## config.mk

```make
export PLATFORM = sky130hd
export DESIGN_NAME = fir_coe_loader
export DESIGN_NICKNAME = d
export VERILOG_FILES = /design/src/rtl/fir_coe_pkg.sv /design/src/rtl/fir_coe_loader.sv
export SDC_FILE = /design/constraint.sdc
export NUM_CORES = 1
export LEC_CHECK = 0
export BUFFER_PORTS_ARGS = -buffer_cell sky130_fd_sc_hd__buf_4
export CAP_MARGIN = 10
export CORE_ASPECT_RATIO = 2
export CORE_MARGIN = 2
export CORE_UTILIZATION = 55
export CTS_CLUSTER_SIZE = 10
export DETAILED_ROUTE_END_ITERATION = 8
export HOLD_SLACK_MARGIN = 0.12
export PLACE_DENSITY_LB_ADDON = 0.08
export REMOVE_ABC_BUFFERS = 1
export SETUP_SLACK_MARGIN = 0.15
export SYNTH_ARGS = -nofsm -noshare
export SYNTH_HDL_FRONTEND = slang
export SYNTH_SLANG_ARGS = --single-unit
```

## constraint.sdc

```tcl
create_clock -name clk -period 3.9 [get_ports clk]
set_input_delay 0.585 -clock clk [delete_from_list [all_inputs] [get_ports clk]]
set_output_delay 0.585 -clock clk [all_outputs]
set_load 0.02 [all_outputs]
```

## src/rtl/fir_coe_pkg.sv

```systemverilog
// Shared definitions for the FIR coefficient path.
// Loader state encoding and the stored-word count helper.
package fir_coe_pkg;

    typedef enum logic [1:0] {
        FILL  = 2'd0,
        BURST = 2'd1,
        APPLY = 2'd2
    } coe_ld_state_e;

    // Words per coefficient set; a symmetric filter stores only half.
    function automatic int coe_taps_true(input int taps, input int sym);
        return (sym != 0) ? (taps + taps % 2) / 2 : taps;
    endfunction

endpackage

```

## src/rtl/fir_coe_loader.sv

```systemverilog
// Host-side coefficient loader: collects one set, replays it
// as a contiguous reload burst, then issues the select pulse.
module fir_coe_loader
    import fir_coe_pkg::*;
#(
    parameter int COE_LOCAL_NUM = 2,
    parameter int COE_SEL_WIDTH = 2,
    parameter int COE_WIDTH     = 16,
    parameter int COE_TAPS      = 3,
    parameter int COE_SYMMETRY  = 0,
    parameter int AUTO_APPLY    = 1
) (
    input  logic                     clk,
    input  logic                     rst_n,
    input  logic                     s_coe_vld_i,
    output logic                     s_coe_rdy_o,
    input  logic [COE_WIDTH-1:0]     s_coe_data_i,
    input  logic                     abort_i,
    input  logic                     sel_req_vld_i,
    output logic                     sel_req_rdy_o,
    input  logic [COE_SEL_WIDTH-1:0] sel_req_index_i,
    output logic                     coe_reload_vld_o,
    output logic [COE_WIDTH-1:0]     coe_reload_data_o,
    output logic                     coe_sel_vld_o,
    output logic [COE_SEL_WIDTH-1:0] coe_sel_index_o,
    output logic                     busy_o,
    output logic                     done_o,
    output logic                     sel_err_o
);

    localparam int N  = coe_taps_true(COE_TAPS, COE_SYMMETRY);
    localparam int CW = (N > 1) ? $clog2(N) : 1;
    localparam logic [CW-1:0] LAST = CW'(N - 1);
    localparam logic [COE_SEL_WIDTH-1:0] SEL_RELOAD =
        COE_SEL_WIDTH'(COE_LOCAL_NUM);

    coe_ld_state_e        state;
    logic [CW-1:0]        wcnt;
    logic [CW-1:0]        rcnt;
    logic [CW-1:0]        rcnt_nxt;
    logic [COE_WIDTH-1:0] coe_buf [N];
    logic [COE_WIDTH-1:0] first_word;

    assign s_coe_rdy_o   = (state == FILL);
    assign sel_req_rdy_o = (state == FILL);
    assign busy_o        = (state != FILL);
    assign rcnt_nxt      = rcnt + 1'b1;

    // Word 0 of the burst bypasses the buffer when it arrives on the final handshake.
    always_comb begin
        first_word = coe_buf[0];
        if (wcnt == '0) begin
            first_word = s_coe_data_i;
        end
    end

    // Fill / burst / apply sequencing with registered outputs.
    always_ff @(posedge clk or negedge rst_n) begin
        if (!rst_n) begin
            state             <= FILL;
            wcnt              <= '0;
            rcnt              <= '0;
            for (int i = 0; i < N; i++) begin
                coe_buf[i] <= '0;
            end
            coe_reload_vld_o  <= 1'b0;
            coe_reload_data_o <= '0;
            coe_sel_vld_o     <= 1'b0;
            coe_sel_index_o   <= '0;
            done_o            <= 1'b0;
            sel_err_o         <= 1'b0;
        end else begin
            done_o          <= 1'b0;
            sel_err_o       <= 1'b0;
            coe_sel_vld_o   <= 1'b0;
            coe_sel_index_o <= '0;
            unique case (state)
                FILL: begin
                    if (abort_i) begin
                        wcnt <= '0;
                    end else if (s_coe_vld_i) begin
                        coe_buf[wcnt] <= s_coe_data_i;
                        if (wcnt == LAST) begin
                            state             <= BURST;
                            wcnt              <= '0;
                            rcnt              <= '0;
                            coe_reload_vld_o  <= 1'b1;
                            coe_reload_data_o <= first_word;
                        end else begin
                            wcnt <= wcnt + 1'b1;
                        end
                    end
                    if (sel_req_vld_i) begin
                        if (sel_req_index_i <= SEL_RELOAD) begin
                            coe_sel_vld_o   <= 1'b1;
                            coe_sel_index_o <= sel_req_index_i;
                        end else begin
                            sel_err_o <= 1'b1;
                        end
                    end
                end
                BURST: begin
                    if (rcnt == LAST) begin
                        state             <= APPLY;
                        coe_reload_vld_o  <= 1'b0;
                        coe_reload_data_o <= '0;
                        done_o            <= 1'b1;
                        if (AUTO_APPLY != 0) begin
                            coe_sel_vld_o   <= 1'b1;
                            coe_sel_index_o <= SEL_RELOAD;
                        end
                    end else begin
                        rcnt              <= rcnt_nxt;
                        coe_reload_data_o <= coe_buf[rcnt_nxt];
                    end
                end
                APPLY: begin
                    state <= FILL;
                end
                default: begin
                    state <= FILL;
                end
            endcase
        end
    end

endmodule
```

==> flow_summary.toml, run 1 <==
[pwr]
finalPower_w = 0.00378
pleak_nw = 1.95
internal-power_w = 0.00236
power_per_cell_area_nw_per_um2 = 895
p_switching_w = 0.00142
irDropWorstVdd_mv = 0.481
combinationalPowerShare = 0.455
p_sw_frac = 0.375
pwr-share-seq = 0.359
share_of_power_burned_in_the_clock_network = 0.186

[clock_network]
cts-htree-levels = 3
cts_hold_buf = 0
max-clock-path-buffers = 2
tritoncts = "done"
cts_post_setup_buffers_inserted = 0
cts_sinks = 76
cts-resized-gates = 0
clk_root_buffer_cell = "sky130_fd_sc_hd__clkbuf_16"
cts.reportedPaths.clkPinSlew_ps = 50
cts_inserted_buffers = 9
worst_skew_pair.late_latency_ps = 330

[sta]
fmaxAchievable_ghz = 0.443
timing.final.crit_period_ps = 2260
totalNegativeSetupSlack_ps = 0
grt_setup_unrepaired = "false"
finalMaxSlewViolations = 0
report.final.hold_viol_count = 0
fin_hold_ws_ps = 390
finClkSkew_ps = 3.23
crit_share_post_route = 0.579
slew_hr = 0.376
setup_slack_ps = 1640
setup-violations-final = 0
worstMarginPinSlew_ps = 937

[place]
port_buffer_count = 47
pre_cts_ws_ps = 1660
gp_routability_congestion = 0.732
place_inst = 412
post-dp-hpwl_mm = 4.47

[synthesis]
synth.yosys.seq_area_share = 0.528
syn_inst = 295
yosys_register_bits = 76
syn_avg_cell_area_um2 = 12.2
synth_area_um2 = 3600
yosysWarnings = 0
netlist-cell-type-count = 31

[critical_path]
crit_chain = "inv_1, ha_1, buf_4, mux2i_1, a211oi_2, a21oi_1, o21ai_1"
critical_path_required_ps = 4110
crit_arrival_ps = 2470
timing.setup.critical_path_class = "register to register"
critical_path.startpoint_type = "register"
worst_path_dominant_cell_family = "adder cells"
critical_path.max_fanout = 17
cp.buffers_inverters = 2
slowest_library_cell_on_the_worst_path = "sky130_fd_sc_hd__ha_1"
critical_path.max_stage_delay_ps = 740
ff2ff_setup_slack_ps = 1640
end_kind = "register"

[drt]
residual_antenna_violating_net_count_after_detailed_routing = 0
post_drt_via_cell_ratio = 5.66
drt-pass1-iter-count = 4
routed_wire_length_per_instance_um = 17.0
detail_route.drc_violations = 0
detailroute.via_count = 2405
drt_wl_total_mm = 7.22
first_iter_violations = 100

[global_routing]
grt_start_max_net_pins = 77
grt_antenna_before_repair = 0
first_pass_grt_wire_length_mm = 12.1
grt_overflow_total = 0
gr-usage-all-layers = 0.226
first_global_vias = 2463

[finish]
multi_input_comb_area_um2 = 1580
flow.area_growth_from_synthesis_pct = 17.1
layout.filler_cells = 520
nNetsFinal = 361
layout.cells.most_common = "sky130_fd_sc_hd__dfrtp_1"
antenna_cells_inserted = 0
area.sequential_um2 = 1900
layout_common_cells = "76 x sky130_fd_sc_hd__dfrtp_1, 64 x sky130_fd_sc_hd__mux2_2, 51 x sky130_fd_sc_hd__buf_4"
non_filler_cells_in_the_finished_layout = 425
final_layout_size_suffix_gt1_frac = 0.410

[floorplanning]
core.rowCount = 41
fp.coreArea_um2 = 6310
floorplan.initialDensity = 0.571
die_span_x_um = 61.2
ioPinCount = 48
fp.dieArea_um2 = 7260
die-height_um = 118

[status]
run_status = "finished, final reports clean"

[min_path]
min-delay-path-class = "primary input to async pin"

[run]
maxCapViolCount = 0
==> logic make-up (layout without fill, tap and decap cells) <==
logic type      Yosys count  count (layout)  share of synthesized area
fa+ha+maj                 1               1                    0.00347
flops                    76              76                      0.528
buf+inv                  23              67                     0.0351
simple gates             43              43                     0.0663
mux                      80              80                      0.244
compound gates           72              72                      0.123
==> worst reg2reg max path: stages (launching register included) <==
cell and delay [ps]:
sky130_fd_sc_hd__dfrtp_1 340, sky130_fd_sc_hd__inv_1 60, sky130_fd_sc_hd__ha_1 740, sky130_fd_sc_hd__buf_4 380
sky130_fd_sc_hd__mux2i_1 260, sky130_fd_sc_hd__a211oi_2 90, sky130_fd_sc_hd__a21oi_1 190, sky130_fd_sc_hd__o21ai_1 70
==> per-stage QoR <==
stage / util / cell area (um^2)
floorplan: - / 3490
global placement: 0.631 / 3980
detailed placement: 0.631 / 3980
CTS: 0.669 / 4220
global route: 0.669 / 4220
finish: 0.669 / 4220
==> state kept, by name (all words and copies together) (netlist names) <==
signal,count
coe_sel_index_o,2
coe_buf,48
rcnt,2
wcnt,2
coe_sel_vld_o,1
state,2
coe_reload_vld_o,1
coe_reload_data_o,16
done_o,1
sel_err_o,1
==> worst paths after layout <==
check,from,end,cells past startpoint
max reg2reg,rcnt[0],coe_reload_data_o[7],7
min,rst_n,coe_reload_data_o[9],1
max,rcnt[0],coe_reload_data_o[7],7
min in group clk,sel_req_index_i[1],coe_sel_index_o[0],2
min reg2reg,coe_reload_data_o[13],coe_reload_data_o[13],2
max in group asynchronous,rst_n,sel_err_o,1
==> layout make-up <==
type                       count  area share
sequential                    76       0.451
multi-input combinational    196       0.374
timing repair buffer          51      0.0907
clock buffer                  13      0.0569
tap                           86      0.0255
inverter                       3     0.00267
==> power groups by stage <==
stage	registers [W]	logic [W]	clock network, W
after global placement	0.00135	0.00169	0
after floorplan	0.00146	0.00109	0
after global routing	0.00140	0.00189	0.000759
after detailed placement	0.00136	0.00173	0
final	0.00136	0.00172	0.000703
after CTS	0.00136	0.00174	0.000722
==> per-layer routing <==
layer,vias to the layer above,GRT usage,part of all wire
met5,-,0,0
met4,0,0.0897,0.018
met3,11,0.0503,0.035
met2,47,0.359,0.53
met1,1203,0.292,0.42
li1,1144,-,-
==> Yosys cell counts <==
library cell / n / area (um^2)
sky130_fd_sc_hd__a211oi_2: 8 / 100
sky130_fd_sc_hd__nand3b_2: 1 / 11.3
sky130_fd_sc_hd__and4bb_2: 1 / 12.5
sky130_fd_sc_hd__nor2b_1: 1 / 6.26
sky130_fd_sc_hd__mux2_2: 64 / 721
sky130_fd_sc_hd__nand3b_1: 2 / 15.0
sky130_fd_sc_hd__a21oi_1: 34 / 170
sky130_fd_sc_hd__ha_1: 1 / 12.5
sky130_fd_sc_hd__a211oi_1: 7 / 52.6
sky130_fd_sc_hd__o21ai_1: 8 / 40.0
sky130_fd_sc_hd__buf_2: 5 / 25.0
sky130_fd_sc_hd__nand2_2: 1 / 6.26
sky130_fd_sc_hd__and4b_1: 1 / 10.0
sky130_fd_sc_hd__o21ai_0: 14 / 70.1
sky130_fd_sc_hd__nor4b_4: 1 / 23.8
sky130_fd_sc_hd__nand2_1: 25 / 93.8
sky130_fd_sc_hd__o21bai_2: 1 / 11.3
sky130_fd_sc_hd__or2b_1: 1 / 7.51
sky130_fd_sc_hd__and2b_2: 1 / 8.76
sky130_fd_sc_hd__mux2i_1: 16 / 160
sky130_fd_sc_hd__dfrtp_1: 76 / 1900
sky130_fd_sc_hd__or3b_1: 1 / 8.76
sky130_fd_sc_hd__nor4bb_1: 1 / 10.0
sky130_fd_sc_hd__nor2_2: 1 / 6.26
sky130_fd_sc_hd__buf_4: 2 / 15.0
sky130_fd_sc_hd__buf_6: 2 / 22.5
sky130_fd_sc_hd__inv_1: 3 / 11.3
sky130_fd_sc_hd__buf_8: 1 / 15.0
sky130_fd_sc_hd__buf_1: 1 / 3.75
sky130_fd_sc_hd__nor2_1: 5 / 18.8
sky130_fd_sc_hd__clkbuf_1: 9 / 33.8
Note: power is estimated with default switching activity, not from simulation.
==> inputs of run 2 (changes only) <==
==> constraint.sdc (replaced) <==
create_clock -name clk -period 2.37 [get_ports clk]
set_input_delay 0.3555 -clock clk [delete_from_list [all_inputs] [get_ports clk]]
set_output_delay 0.3555 -clock clk [all_outputs]
set_load 0.02 [all_outputs]
==> run 2 against run 1 <==
Routed wire length rose by 6.1%. Global-route usage rose by 1.4 points. Combinational power rose by 73%. Design area rose by 4.1%. Clock power rose by 100%. Count of clock-buffer cells in the layout did not move. Via count rose by 2.2%. Core utilization rose by 2.7 points. Sequential power rose by 65%.
==> flow_summary.toml, run 2 (same netlist as run 1, synthesis figures left out) <==
[sta]
setup_slack_ps = 426
finalMaxSlewViolations = 0
finClkSkew_ps = 8.15
setup-violations-final = 0
crit_share_post_route = 0.820
grt_setup_unrepaired = "false"
totalNegativeSetupSlack_ps = 0
fmaxAchievable_ghz = 0.514
report.final.hold_viol_count = 0
timing.final.crit_period_ps = 1940
worstMarginPinSlew_ps = 559
slew_hr = 0.626

[clock_network]
cts_sinks = 76
cts-htree-levels = 3
cts_hold_buf = 1
worst_skew_pair.late_latency_ps = 330
tritoncts = "done"
max-clock-path-buffers = 2
cts_post_setup_buffers_inserted = 0
clk_root_buffer_cell = "sky130_fd_sc_hd__clkbuf_16"
cts.reportedPaths.clkPinSlew_ps = 60
cts-resized-gates = 0
cts_inserted_buffers = 9

[floorplanning]
fp.coreArea_um2 = 6310
ioPinCount = 48
core.rowCount = 41
floorplan.initialDensity = 0.571
die_span_x_um = 61.2
die-height_um = 118
fp.dieArea_um2 = 7260

[finish]
nNetsFinal = 371
multi_input_comb_area_um2 = 1580
max_reg_flops = 48
antenna_cells_inserted = 0
layout_common_cells = "76 x sky130_fd_sc_hd__dfrtp_1, 64 x sky130_fd_sc_hd__mux2_2, 59 x sky130_fd_sc_hd__buf_4"
largest_register = "coe_buf"
final_layout_size_suffix_gt1_frac = 0.440
layout.cells.most_common = "sky130_fd_sc_hd__dfrtp_1"
layout.cell_area.non_filler_um2 = 4390
biggestRegsByFlops = "coe_buf (48), coe_reload_data_o (16)"
flow.area_growth_from_synthesis_pct = 21.9
non_filler_cells_in_the_finished_layout = 438
area.sequential_um2 = 1900
layout.filler_cells = 497

[min_path]
timing.hold.worst_path_depth = 2
min-delay-path-class = "primary input to register"

[place]
place_inst = 421
post-dp-hpwl_mm = 5.08
gp_routability_congestion = 0.795
port_buffer_count = 47
placedInstanceArea_um2 = 4060
pre_cts_ws_ps = 446

[drt]
detailroute.via_count = 2459
detail_route.drc_violations = 0
first_iter_violations = 66
post_drt_via_cell_ratio = 5.61
drt-pass1-iter-count = 4
routed_wire_length_per_instance_um = 17.5
residual_antenna_violating_net_count_after_detailed_routing = 0
drt_wl_total_mm = 7.66

[run]
maxCapViolCount = 0

[pwr]
pwr-share-seq = 0.338
share_of_power_burned_in_the_clock_network = 0.215
pleak_nw = 2.04
p_sw_frac = 0.364
internal-power_w = 0.00422
combinationalPowerShare = 0.447
finalPower_w = 0.00663
power_per_cell_area_nw_per_um2 = 1510
p_switching_w = 0.00241
irDropWorstVdd_mv = 1.17

[global_routing]
grt_antenna_before_repair = 0
gr-usage-all-layers = 0.240
grt_start_max_net_pins = 39
grt_overflow_total = 0
first_pass_grt_wire_length_mm = 12.8
first_global_vias = 2569

[critical_path]
end_kind = "register"
critical_path_required_ps = 2610
timing.setup.critical_path_class = "register to register"
critical_path.startpoint_type = "register"
critical_path.max_fanout = 12
crit_arrival_ps = 2190
reg2reg_depth = 7

[status]
run_status = "finished, final reports clean"
## run 2: layer usage
layer,wire [um],GRT usage,part of all wire,up-vias
li1,-,-,-,1169
met1,3240,0.309,0.42,1219
met2,4010,0.382,0.52,59
met3,261,0.0492,0.034,12
met4,144,0.101,0.019,0
met5,0,0,0,-
## run 2: power by group through the flow
stage / sequential, W / combinational [W] / clock (W)
after floorplan: 0.00240 / 0.00180 / 0
after global routing: 0.00231 / 0.00325 / 0.00152
after detailed placement: 0.00226 / 0.00298 / 0
after global placement: 0.00223 / 0.00291 / 0
after CTS: 0.00224 / 0.00299 / 0.00146
final: 0.00224 / 0.00297 / 0.00143
## run 2: worst max-delay path, stage by stage (launching register included)
cell and delay (ps):
sky130_fd_sc_hd__dfrtp_1 340, sky130_fd_sc_hd__inv_1 50, sky130_fd_sc_hd__ha_1 230, sky130_fd_sc_hd__or3b_1 520
sky130_fd_sc_hd__buf_4 260, sky130_fd_sc_hd__a211oi_1 220, sky130_fd_sc_hd__a21oi_1 70, sky130_fd_sc_hd__o21ai_0 160
## run 2: cell type report
type,instances,area share
Sequential cell,76,0.433
Inverter,3,0.00256
Tap cell,86,0.0245
Timing Repair Buffer,61,0.108
Clock inverter,3,0.00968
Clock buffer,13,0.0638
Multi-Input combinational cell,196,0.359
## run 2: final timing paths
path	slack [ps]	to	startpoint
hold reg to reg	480	coe_reload_data_o[6]	coe_reload_data_o[6]
setup / recovery	430	coe_reload_data_o[0]	rcnt[0]
hold / removal	200	coe_sel_index_o[0]	sel_req_index_i[1]
max in group asynchronous	1210	coe_buf[43]	rst_n
min in group asynchronous	530	coe_buf[41]	rst_n
setup reg to reg	430	coe_reload_data_o[0]	rcnt[0]
## run 2: metrics by stage
stage / util / hold WS, ps
CTS: 0.696 / 187
floorplan: - / 59.9
global route: 0.696 / 206
finish: 0.696 / 200
detailed placement: 0.643 / 353
global placement: 0.643 / 356
==> inputs of run 3 (changes only) <==
==> constraint.sdc (replaced) <==
create_clock -name clk -period 1.9 [get_ports clk]
set_input_delay 0.285 -clock clk [delete_from_list [all_inputs] [get_ports clk]]
set_output_delay 0.285 -clock clk [all_outputs]
set_load 0.02 [all_outputs]
==> run 3 against run 2 <==
Critical path depth decreased by 1. Clock skew fell by 2.2 ps. Worst setup slack lost 140 ps. Sequential share of layout area shrank 0.82 points. Count of clock-buffer cells in the layout down 1. Maximum frequency grew 21%. Via count is 0.37% lower. First-iteration DRC count grew 29%. Hold slack lost 72 ps.
==> flow_summary.toml, run 3 (same netlist as run 1, synthesis figures left out) <==
[sta]
fin_hold_ws_ps = 129
report.final.hold_viol_count = 0
timing.final.crit_period_ps = 1610
fmaxAchievable_ghz = 0.620
finClkSkew_ps = 5.92
setup_slack_ps = 287
crit_share_post_route = 0.849
setup-violations-final = 0
grt_setup_unrepaired = "false"
slew_hr = 0.668
totalNegativeSetupSlack_ps = 0
finalMaxSlewViolations = 0
worstMarginPinSlew_ps = 498

[drt]
drt-pass1-iter-count = 4
post_drt_via_cell_ratio = 5.59
routed_wire_length_per_instance_um = 17.7
first_iter_violations = 85
residual_antenna_violating_net_count_after_detailed_routing = 0
detailroute.via_count = 2450
drt_wl_total_mm = 7.77
detail_route.drc_violations = 0

[critical_path]
crit_chain = "ha_4, or3b_1, buf_6, a211oi_1, a21oi_1, o21ai_0"
critical_path_required_ps = 2150
crit_arrival_ps = 1870
slowest_library_cell_on_the_worst_path = "sky130_fd_sc_hd__dfrtp_1"
end_kind = "register"
critical_path.startpoint_type = "register"
critical_path.max_fanout = 17
reg2reg_depth = 6
critical_path.max_stage_delay_ps = 420
timing.setup.critical_path_class = "register to register"

[global_routing]
grt_start_max_net_pins = 40
first_pass_grt_wire_length_mm = 12.0
first_global_vias = 2532
grt_overflow_total = 0
gr-usage-all-layers = 0.228
grt_antenna_before_repair = 0

[pwr]
power_per_cell_area_nw_per_um2 = 1900
pleak_nw = 2.05
finalPower_w = 0.00850
irDropWorstVdd_mv = 1.10

[floorplanning]
die_span_x_um = 61.2
floorplan.initialDensity = 0.571
ioPinCount = 48
die-height_um = 118
fp.coreArea_um2 = 6310
core.rowCount = 41
fp.dieArea_um2 = 7260

[finish]
max_reg_flops = 48
flow.area_growth_from_synthesis_pct = 24.2
layout_common_cells = "76 x sky130_fd_sc_hd__dfrtp_1, 64 x sky130_fd_sc_hd__mux2_2, 52 x sky130_fd_sc_hd__buf_4"
largest_register = "coe_buf"
final_layout_size_suffix_gt1_frac = 0.460
antenna_cells_inserted = 0
layout.cells.most_common = "sky130_fd_sc_hd__dfrtp_1"
biggestRegsByFlops = "coe_buf (48), coe_reload_data_o (16)"
nNetsFinal = 371

[clock_network]
cts.reportedPaths.clkPinSlew_ps = 60
cts_post_setup_buffers_inserted = 0
clk_root_buffer_cell = "sky130_fd_sc_hd__clkbuf_16"
cts_sinks = 76
worst_skew_pair.late_latency_ps = 340
max-clock-path-buffers = 2
tritoncts = "done"
cts_inserted_buffers = 9
cts-htree-levels = 3

[run]
maxCapViolCount = 0

[place]
port_buffer_count = 47
gp_routability_congestion = 0.711
post-dp-hpwl_mm = 4.57
pre_cts_ws_ps = 204

[status]
run_status = "finished, final reports clean"

[min_path]
timing.hold.worst_path_depth = 2
min-delay-path-class = "primary input to register"
[run 3: cell count changes in the layout (fill, tap and decap cells not counted), moves of 2 or more]
cell / delta
sky130_fd_sc_hd__a211oi_1: -5
sky130_fd_sc_hd__a211oi_2: +5
sky130_fd_sc_hd__buf_12: +4
sky130_fd_sc_hd__buf_4: -7
sky130_fd_sc_hd__clkbuf_1: +2
sky130_fd_sc_hd__clkbuf_16: +2
sky130_fd_sc_hd__clkbuf_8: -3
sky130_fd_sc_hd__o21ai_0: -2
sky130_fd_sc_hd__o21ai_1: +2
[run 3: power by group]
part | switching [W] | leakage, nW | total (W) | internal, W
sequential | 0.000448 | 0.951 | 0.00280 | 0.00235
clock | 0.000633 | 0.129 | 0.00155 | 0.000915
combinational | 0.00211 | 0.972 | 0.00415 | 0.00203
[run 3: final cells by class]
class,instances,area [um^2]
Clock buffer,12,246
Inverter,3,11.3
Timing Repair Buffer,61,562
Clock inverter,4,25.0
Tap cell,86,108
Sequential cell,76,1900
Multi-Input combinational cell,196,1620
Fill cell,476,1830
[run 3: stage by stage]
stage,instances,instance area [um^2],util
2_1_floorplan,275,3490,-
3_3_place_gp,419,4100,0.649
3_5_place_dp,419,4100,0.649
4_1_cts,436,4380,0.694
5_1_grt,438,4480,0.710
6_report,438,4480,0.710
[run 3: final timing paths]
path / start / end / slack [ps]
setup / recovery: rcnt[1] / coe_reload_data_o[1] / 290
hold / removal: sel_req_index_i[1] / coe_sel_index_o[0] / 130
setup reg to reg: rcnt[1] / coe_reload_data_o[1] / 290
hold reg to reg: coe_reload_data_o[9] / coe_reload_data_o[9] / 480
max in group asynchronous: rst_n / coe_reload_data_o[7] / 860
min in group asynchronous: rst_n / coe_buf[9] / 470
[run 3: timing repair]
action / in CTS / in global routing
hold buffers: 1 / 0
setup endpoints to repair: 0 / 13
resized for setup: 0 / 13
hold endpoints to repair: 37 / 0
[run 3: critical path: cells and delay by family (launching register included)]
kind / cells / cell delay [ps]
fa+ha+maj: 1 / 180
simple gates: 1 / 360
flops: 1 / 420
compound gates: 3 / 380
buf+inv: 1 / 190
[run 3: per-layer routing]
layer | track usage | routed length, um
met1 | 0.273 | 3240
met2 | 0.365 | 4080
met3 | 0.0416 | 262
met4 | 0.129 | 186
met5 | 0 | 0
